### src/rtl/ssd_scan_driver.sv
// ssd_scan_driver: multiplexed seven-segment scanner with frame-synchronous shadow registers, blanking, LZ suppression and brightness
module ssd_scan_driver #(
    parameter int NUM_DIGITS = 8,
    parameter int SCAN_DIV   = 131072,
    parameter int CNT_W      = 17
) (
    input  logic                    ClkPort,
    input  logic                    Reset,
    input  logic [4*NUM_DIGITS-1:0] value,
    input  logic [NUM_DIGITS-1:0]   dp_mask,
    input  logic [NUM_DIGITS-1:0]   blank_mask,
    input  logic                    lz_en,
    input  logic [3:0]              brightness,
    input  logic                    update_now,
    output logic [NUM_DIGITS-1:0]   an,
    output logic [6:0]              seg,
    output logic                    dp,
    output logic                    frame_start
);
    localparam int IW = NUM_DIGITS > 1 ? $clog2(NUM_DIGITS) : 1;
    localparam logic [IW-1:0] LAST = IW'(NUM_DIGITS - 1);
    localparam logic [CNT_W-1:0] TOP = CNT_W'(SCAN_DIV - 1);
    localparam logic [CNT_W:0] SLICE = (CNT_W + 1)'(SCAN_DIV / 16);
    localparam logic [111:0] SEG_LUT = {
        7'b0111000, 7'b0110000, 7'b1000010, 7'b0110001,
        7'b1100000, 7'b0001000, 7'b0000100, 7'b0000000,
        7'b0001111, 7'b0100000, 7'b0100100, 7'b1001100,
        7'b0000110, 7'b0010010, 7'b1001111, 7'b0000001
    };
    logic [CNT_W-1:0]        cnt;
    logic [IW-1:0]           idx;
    logic [4*NUM_DIGITS-1:0] sh_value;
    logic [NUM_DIGITS-1:0]   sh_dp, sh_blank;
    logic                    sh_lz;
    logic [3:0]              sh_bright;
    logic                    tick, wrap, load, dark;
    logic [3:0]              nib;
    logic [CNT_W:0]          thr;
    assign tick = cnt == TOP;
    assign wrap = tick && idx == LAST;
    assign load = wrap || update_now;
    assign nib  = sh_value[{idx, 2'b00} +: 4];
    assign thr  = ({{(CNT_W - 3){1'b0}}, sh_bright} + 1'b1) * SLICE;
    // a digit is suppressed when it and every digit above it are zero
    assign dark = sh_blank[idx]
               || (sh_lz && idx != '0 && (sh_value >> {idx, 2'b00}) == '0)
               || !({1'b0, cnt} < thr);
    always_ff @(posedge ClkPort) begin
        if (Reset) begin
            cnt         <= '0;
            idx         <= '0;
            sh_value    <= '0;
            sh_dp       <= '0;
            sh_blank    <= '0;
            sh_lz       <= 1'b0;
            sh_bright   <= '0;
            an          <= '1;
            seg         <= 7'h7F;
            dp          <= 1'b1;
            frame_start <= 1'b0;
        end else begin
            cnt         <= tick ? '0 : cnt + 1'b1;
            idx         <= wrap ? '0 : tick ? idx + 1'b1 : idx;
            frame_start <= wrap;
            if (load) begin
                sh_value  <= value;
                sh_dp     <= dp_mask;
                sh_blank  <= blank_mask;
                sh_lz     <= lz_en;
                sh_bright <= brightness;
            end
            an  <= dark ? '1 : ~(NUM_DIGITS'(1) << idx);
            seg <= dark ? 7'h7F : SEG_LUT[nib * 7 +: 7];
            dp  <= dark | ~sh_dp[idx];
        end
    end
endmodule

### config.mk
export PLATFORM = sky130hd
export DESIGN_NAME = ssd_scan_driver
export DESIGN_NICKNAME = d
export VERILOG_FILES = /design/src/rtl/ssd_scan_driver.sv
export SDC_FILE = /design/constraint.sdc
export NUM_CORES = 1
export LEC_CHECK = 0
export BUFFER_PORTS_ARGS = -buffer_cell sky130_fd_sc_hd__buf_2
export CORE_MARGIN = 4
export CORE_UTILIZATION = 30
export DETAILED_ROUTE_END_ITERATION = 7
export GPL_TIMING_DRIVEN = 0
export REMOVE_ABC_BUFFERS = 1
export SLEW_MARGIN = 40
export SYNTH_ARGS = -nofsm -noshare
export SYNTH_HDL_FRONTEND = slang
export SYNTH_SLANG_ARGS = --single-unit
### constraint.sdc
create_clock -name ClkPort -period 9.1 [get_ports ClkPort]
set_input_delay 2.275 -clock ClkPort [delete_from_list [all_inputs] [get_ports ClkPort]]
set_output_delay 2.275 -clock ClkPort [all_outputs]
set_load 0.05 [all_outputs]
==> impl_metrics.csv, run 1 <==
group,metric,value,unit
cells_and_area,instances_no_fill,726,
drt,postRouteAntennaNets,0,
cells_and_area,fillers,1432,
critical_path,crit_type,"in2reg",
yosys,yosys.area.top_type,"dfxtp_1",
cells_and_area,layout_commonest_cell,"nand2_1",
yosys,ys_warn_count,0,
critical_path,cpPeakStageDelay,0.47,ns
global_route,antenna_found_initial,0,
die,row_count,42,
sta,max_slew_margin,49.1,%
critical_path,cp-start-kind,"input pin",
sta,fin_crit,3.57,ns
die,io_pins,73,
clocking,root_buffer,"clkbuf_16",
yosys,ys_ff_latch,90,
drt,drt_iter0_drc,139,
sta,setup_slack,5.53,ns
clocking,hold_buffers,0,
clocking,cts.sinks,90,
critical_path,cp-end-kind,"flop",
yosys,synth-async-reset-ratio,0,%
yosys,synthCells,489,
critical_path,critPathMaxFanout,59,
power,p_per_area,189,nW/um2
cells_and_area,drive_gt1_share,21.6,%
yosys,netlist.area_leader.share,43.1,%
clocking,cts_resized,0,
critical_path,crit_chain,"buf_4, a211oi_2, and2_1, a22o_2, o221ai_1",
critical_path,worstPathRequired,9.29,ns
drt,dr_total_vias,3442,
critical_path,arrival,3.76,ns
place,place_area,4700,um2
clocking,insertion_delay,0.34,ns
yosys,synth_edf_count,0,
drt,wl,9.84,mm
sta,worst_slew_pin_slew,0.764,ns
worst_hold_path,hp-class,"reg2reg",
clocking,cts_buffer_depth,2,
place,placed_cells,710,
yosys,synth.yosys.seq_area_share,43.1,%
sta,finalHoldViolations,0,
sta,fin_crit_sh,39.2,%
global_route,grt_pass1_wl,16.4,mm
die,die-area,15900,um2
critical_path,critPathSlowestCell,"a211oi_2",
clocking,clk_pin_slew,0.06,ns
die,core-area,13500,um2
sta,clock.fmax,0.280,GHz
clocking,post_cts_buffers,0,
clocking,cts_made_buffers,9,
global_route,grt-ovfl-total,0,
run_status,status,"finished clean",
yosys,synth_cell_types,49,
place,port_buffers,72,
power,leakage,2.00,nW
cells_and_area,antennaDiodeCount,0,
global_route,track_usage,12.5,%
sta,worst_hold_slack,0.449,ns
cells_and_area,final_design_area_no_fill,5050,um2
place,hpwl,7.33,mm
yosys,syn_area,4180,um2
place,pre_cts_ws,5.17,ns
sta,timing.setup.tns,0,ns
yosys,synth.top_cells.by_area,"dfxtp_1, nand2_1, mux4_2, a21oi_1, ha_1",
clocking,htree_num_levels,3,
power,peakVddDrop,0.0782,mV
sta,finalMaxSlewViolations,0,
yosys,ys.flop_type,"dfxtp_1",
cells_and_area,layout_common_cells,"nand2_1, dfxtp_1, buf_2, a21oi_1, nor2_1",
clocking,cts_tree,"yes",
place,routabilityCongestion,0.826,
yosys,syn_avg_cell_area,8.54,um2
global_route,grt_pass1_vias,3468,
drt,via_per_inst,4.74,
die,die_w,126,um
sta,rsz0062_at_grt,"no",
sta,setup_viol,0,
global_route,grt_start_max_net_pins,60,
drt,drt-wirelength-per-cell,13.5,um
flow_run,maxCapViolCount,0,
cells_and_area,syn2layout_area_growth,20.8,%
sta,fin_skew,0.00580,ns
die,die_height,126,um
drt,dr.pass1.iters,4,
die,start_util,31.1,%
cells_and_area,fin_nets,618,
drt,drc,0,
==> worst paths after layout <==
check / start / to / slack [ns] / cells past startpoint
hold / removal: sh_blank[1] / sh_blank[1] / 0.45 / 2
setup / recovery: Reset / seg[0] / 5.53 / 5
setup reg to reg: idx[0] / seg[5] / 5.85 / 9
hold reg to reg: sh_blank[1] / sh_blank[1] / 0.45 / 2
==> cells by family after synthesis <==
family | Yosys count | synth area share, %
buf+inv | 39 | 3.80
fa+ha+maj | 17 | 5.09
simple gates | 218 | 22.5
flops | 90 | 43.1
compound gates | 90 | 13.0
xor+xnor | 13 | 2.73
mux | 22 | 9.79
==> power breakdown <==
part / internal [mW] / switching, mW
clock network: 0.276 / 0.146
registers: 0.414 / 0.0122
logic: 0.0408 / 0.0653
==> Yosys cell counts, drive strengths merged (4+ instances only) <==
cell / instances
xor2: 10
inv: 9
or3: 5
clkbuf: 23
nand3: 12
ha: 17
nor2: 35
nand2b: 4
o21ai: 8
mux4: 13
nor3: 7
nand2: 134
a21oi: 58
nand4: 4
mux2i: 8
dfxtp: 90
o221ai: 5
buf: 6
nor4: 4
==> per-layer routing <==
metal / GRT usage [%] / share of wire [%] / up-vias
met3: 3.09 / 4.9 / 9
met4: 4.23 / 1.4 / 0
li1: - / - / 1795
met5: 0 / 0 / -
met1: 17.3 / 49 / 1560
met2: 19.2 / 45 / 78
==> worst max-delay path, delay by kind of cell <==
kind                   cells  cell delay [ns]
AO/OA/AOI/OAI              3             0.90
buffers and inverters      1             0.29
AND/OR/NAND/NOR            1             0.26
==> area by class of cell <==
| type | count | area (um2) | share of cell area, % |
|---|---|---|---|
| Inverter | 10 | 37.5 | 0.743 |
| Clock inverter | 4 | 98.8 | 1.96 |
| Multi-Input combinational cell | 360 | 2240 | 44.3 |
| Clock buffer | 12 | 246 | 4.88 |
| Tap cell | 176 | 220 | 4.36 |
| Timing Repair Buffer | 74 | 405 | 8.03 |
| Sequential cell | 90 | 1800 | 35.7 |
==> per-stage QoR <==
stage | total power, mW | util, %
floorplan | 0.501 | -
global placement | 0.537 | 34.5
detailed placement | 0.541 | 35.0
CTS | 0.966 | 37.5
global route | 0.998 | 37.5
finish | 0.954 | 37.5
==> flip-flops by register name, indices dropped and copies added, names as in the netlist <==
name         count
dp               1
idx              3
cnt             17
seg              7
frame_start      1
sh_value        32
sh_bright        4
sh_dp            8
sh_blank         8
an               8
sh_lz            1
Power figures use the tool's default switching activity.
==> inputs of run 2 (changes only) <==
- clock period: 9.1 -> 3.3 ns (I/O delays scaled with it)
==> run 2 against run 1 <==
Sequential cell count is the same. Combinational power rose to 2.8 times the previous value. Via count shrank 0.61%. Clock power rose to 2.8 times the previous value. First-iteration DRC count unchanged. Cell count unchanged. Wire length is essentially flat. Setup slack worse by 5.3 ns. Die area unchanged. Non-clock buffer count is the same. Critical path depth increased by 4. Critical path type is now reg2reg. Largest cell class unchanged.
==> impl_metrics.csv, run 2 (synthesis results as in run 1) <==
group,metric,value,unit
drt,dr_total_vias,3421,
global_route,track_usage,12.5,%
cells_and_area,layout_commonest_cell,"nand2_1",
power,p_per_area,521,nW/um2
cells_and_area,fin_nets,618,
global_route,grt_pass1_vias,3468,
critical_path,crit_chain,"mux4_2, nand2_1, nand2_1, inv_1, ha_1, nand3_1, or4_4, a22o_2, o311ai_1",
sta,setup_slack,0.277,ns
clocking,clk_pin_slew,0.06,ns
drt,wl,9.83,mm
cells_and_area,final_design_area_no_fill,5050,um2
power,leakage,2.00,nW
sta,fin_crit,3.02,ns
clocking,root_buffer,"clkbuf_16",
cells_and_area,instances_no_fill,726,
sta,finalMaxSlewViolations,0,
drt,via_per_inst,4.71,
clocking,cts_made_buffers,9,
place,placed_cells,710,
critical_path,critPathMaxFanout,32,
run_status,status,"finished clean",
cells_and_area,finish.utilization,37.5,%
drt,drt-wirelength-per-cell,13.5,um
sta,setup_viol,0,
place,pre_cts_ws,0.0209,ns
drt,dr.pass1.iters,4,
cells_and_area,layout_common_cells,"nand2_1, dfxtp_1, buf_2, a21oi_1, nor2_1",
sta,fin_crit_sh,91.6,%
clocking,insertion_delay,0.33,ns
cells_and_area,reg_top3,"sh_value: 32 flops, cnt: 17 flops",
drt,drc,0,
die,row_count,42,
cells_and_area,drive_gt1_share,21.6,%
cells_and_area,largest_register_ffs,32,
die,die-area,15900,um2
cells_and_area,multi_input_area,2240,um2
cells_and_area,fillers,1433,
critical_path,critPathSlowestCell,"dfxtp_4",
critical_path,cp-start-kind,"flop",
sta,max_slew_margin,59.4,%
sta,finalHoldViolations,0,
die,die_w,126,um
sta,fin_skew,0.00581,ns
die,start_util,31.1,%
global_route,grt-ovfl-total,0,
critical_path,worstPathRequired,3.53,ns
critical_path,cp-end-kind,"flop",
critical_path,crit_type,"reg2reg",
place,port_buffers,72,
die,die_height,126,um
place,place_area,4700,um2
place,hpwl,7.33,mm
clocking,cts_tree,"yes",
power,finalPower,2.63,mW
clocking,htree_num_levels,3,
die,io_pins,73,
place,routabilityCongestion,0.826,
sta,worst_hold_slack,0.449,ns
global_route,grt_start_max_net_pins,60,
sta,clock.fmax,0.331,GHz
clocking,cts_buffer_depth,2,
global_route,antenna_found_initial,0,
drt,drt_iter0_drc,139,
sta,rsz0062_at_grt,"no",
cells_and_area,regMostFlops,"sh_value",
critical_path,path_common_cell,"nand2_1",
drt,postRouteAntennaNets,0,
cells_and_area,antennaDiodeCount,0,
cells_and_area,ff_latch_area,1810,um2
critical_path,cpPeakStageDelay,0.62,ns
flow_run,maxCapViolCount,0,
clocking,cts.sinks,90,
global_route,grt_pass1_wl,16.4,mm
die,core-area,13500,um2
sta,worst_slew_pin_slew,0.608,ns
critical_path,arrival,3.26,ns
cells_and_area,syn2layout_area_growth,20.9,%
power,peakVddDrop,0.216,mV
worst_hold_path,hp-class,"reg2reg",
sta,timing.setup.tns,0,ns
clocking,hold_buffers,0,
-- run 2: routing by layer --
layer  global-route usage [%]  wire length [um]  up-vias  share of wire (%)
met2                     19.2              4400       65                 45
met4                     4.23               136        0                1.4
met1                     17.3              4900     1554                 50
li1                         -                 -     1793                  -
met3                     3.09               402        9                4.1
met5                        0                 0        -                  0
-- run 2: timing repair --
item / in CTS / in global routing
endpoints found under the setup margin: 0 / 10
resized for setup: 0 / 1
setup buffers: 0 / 0
-- run 2: layout make-up --
cell class	count	share of cell area [%]
Sequential cell	90	35.8
Clock buffer	12	4.88
Multi-Input combinational cell	360	44.3
Timing Repair Buffer	74	8.03
Clock inverter	4	1.96
Tap cell	176	4.36
Inverter	10	0.743
-- run 2: worst paths after layout --
path / startpoint / to / slack [ns] / cells past startpoint
setup / recovery: idx[0] / seg[5] / 0.28 / 9
hold / removal: sh_blank[1] / sh_blank[1] / 0.45 / 2
setup reg to reg: idx[0] / seg[5] / 0.28 / 9
hold reg to reg: sh_blank[1] / sh_blank[1] / 0.45 / 2
-- run 2: power breakdown --
part           switching, mW  internal (mW)
clock                  0.403          0.762
sequential            0.0337           1.14
combinational          0.180          0.113
total                  0.616           2.01
-- run 2: critical path: cells and delay by family, from the launching register on --
kind | cells | cell delay [ns]
AND/OR/NAND/NOR | 4 | 0.80
flip-flops | 1 | 0.62
multiplexers | 1 | 0.60
AO/OA/AOI/OAI | 2 | 0.46
adder cells (fa/ha/maj) | 1 | 0.25
buffers and inverters | 1 | 0.17
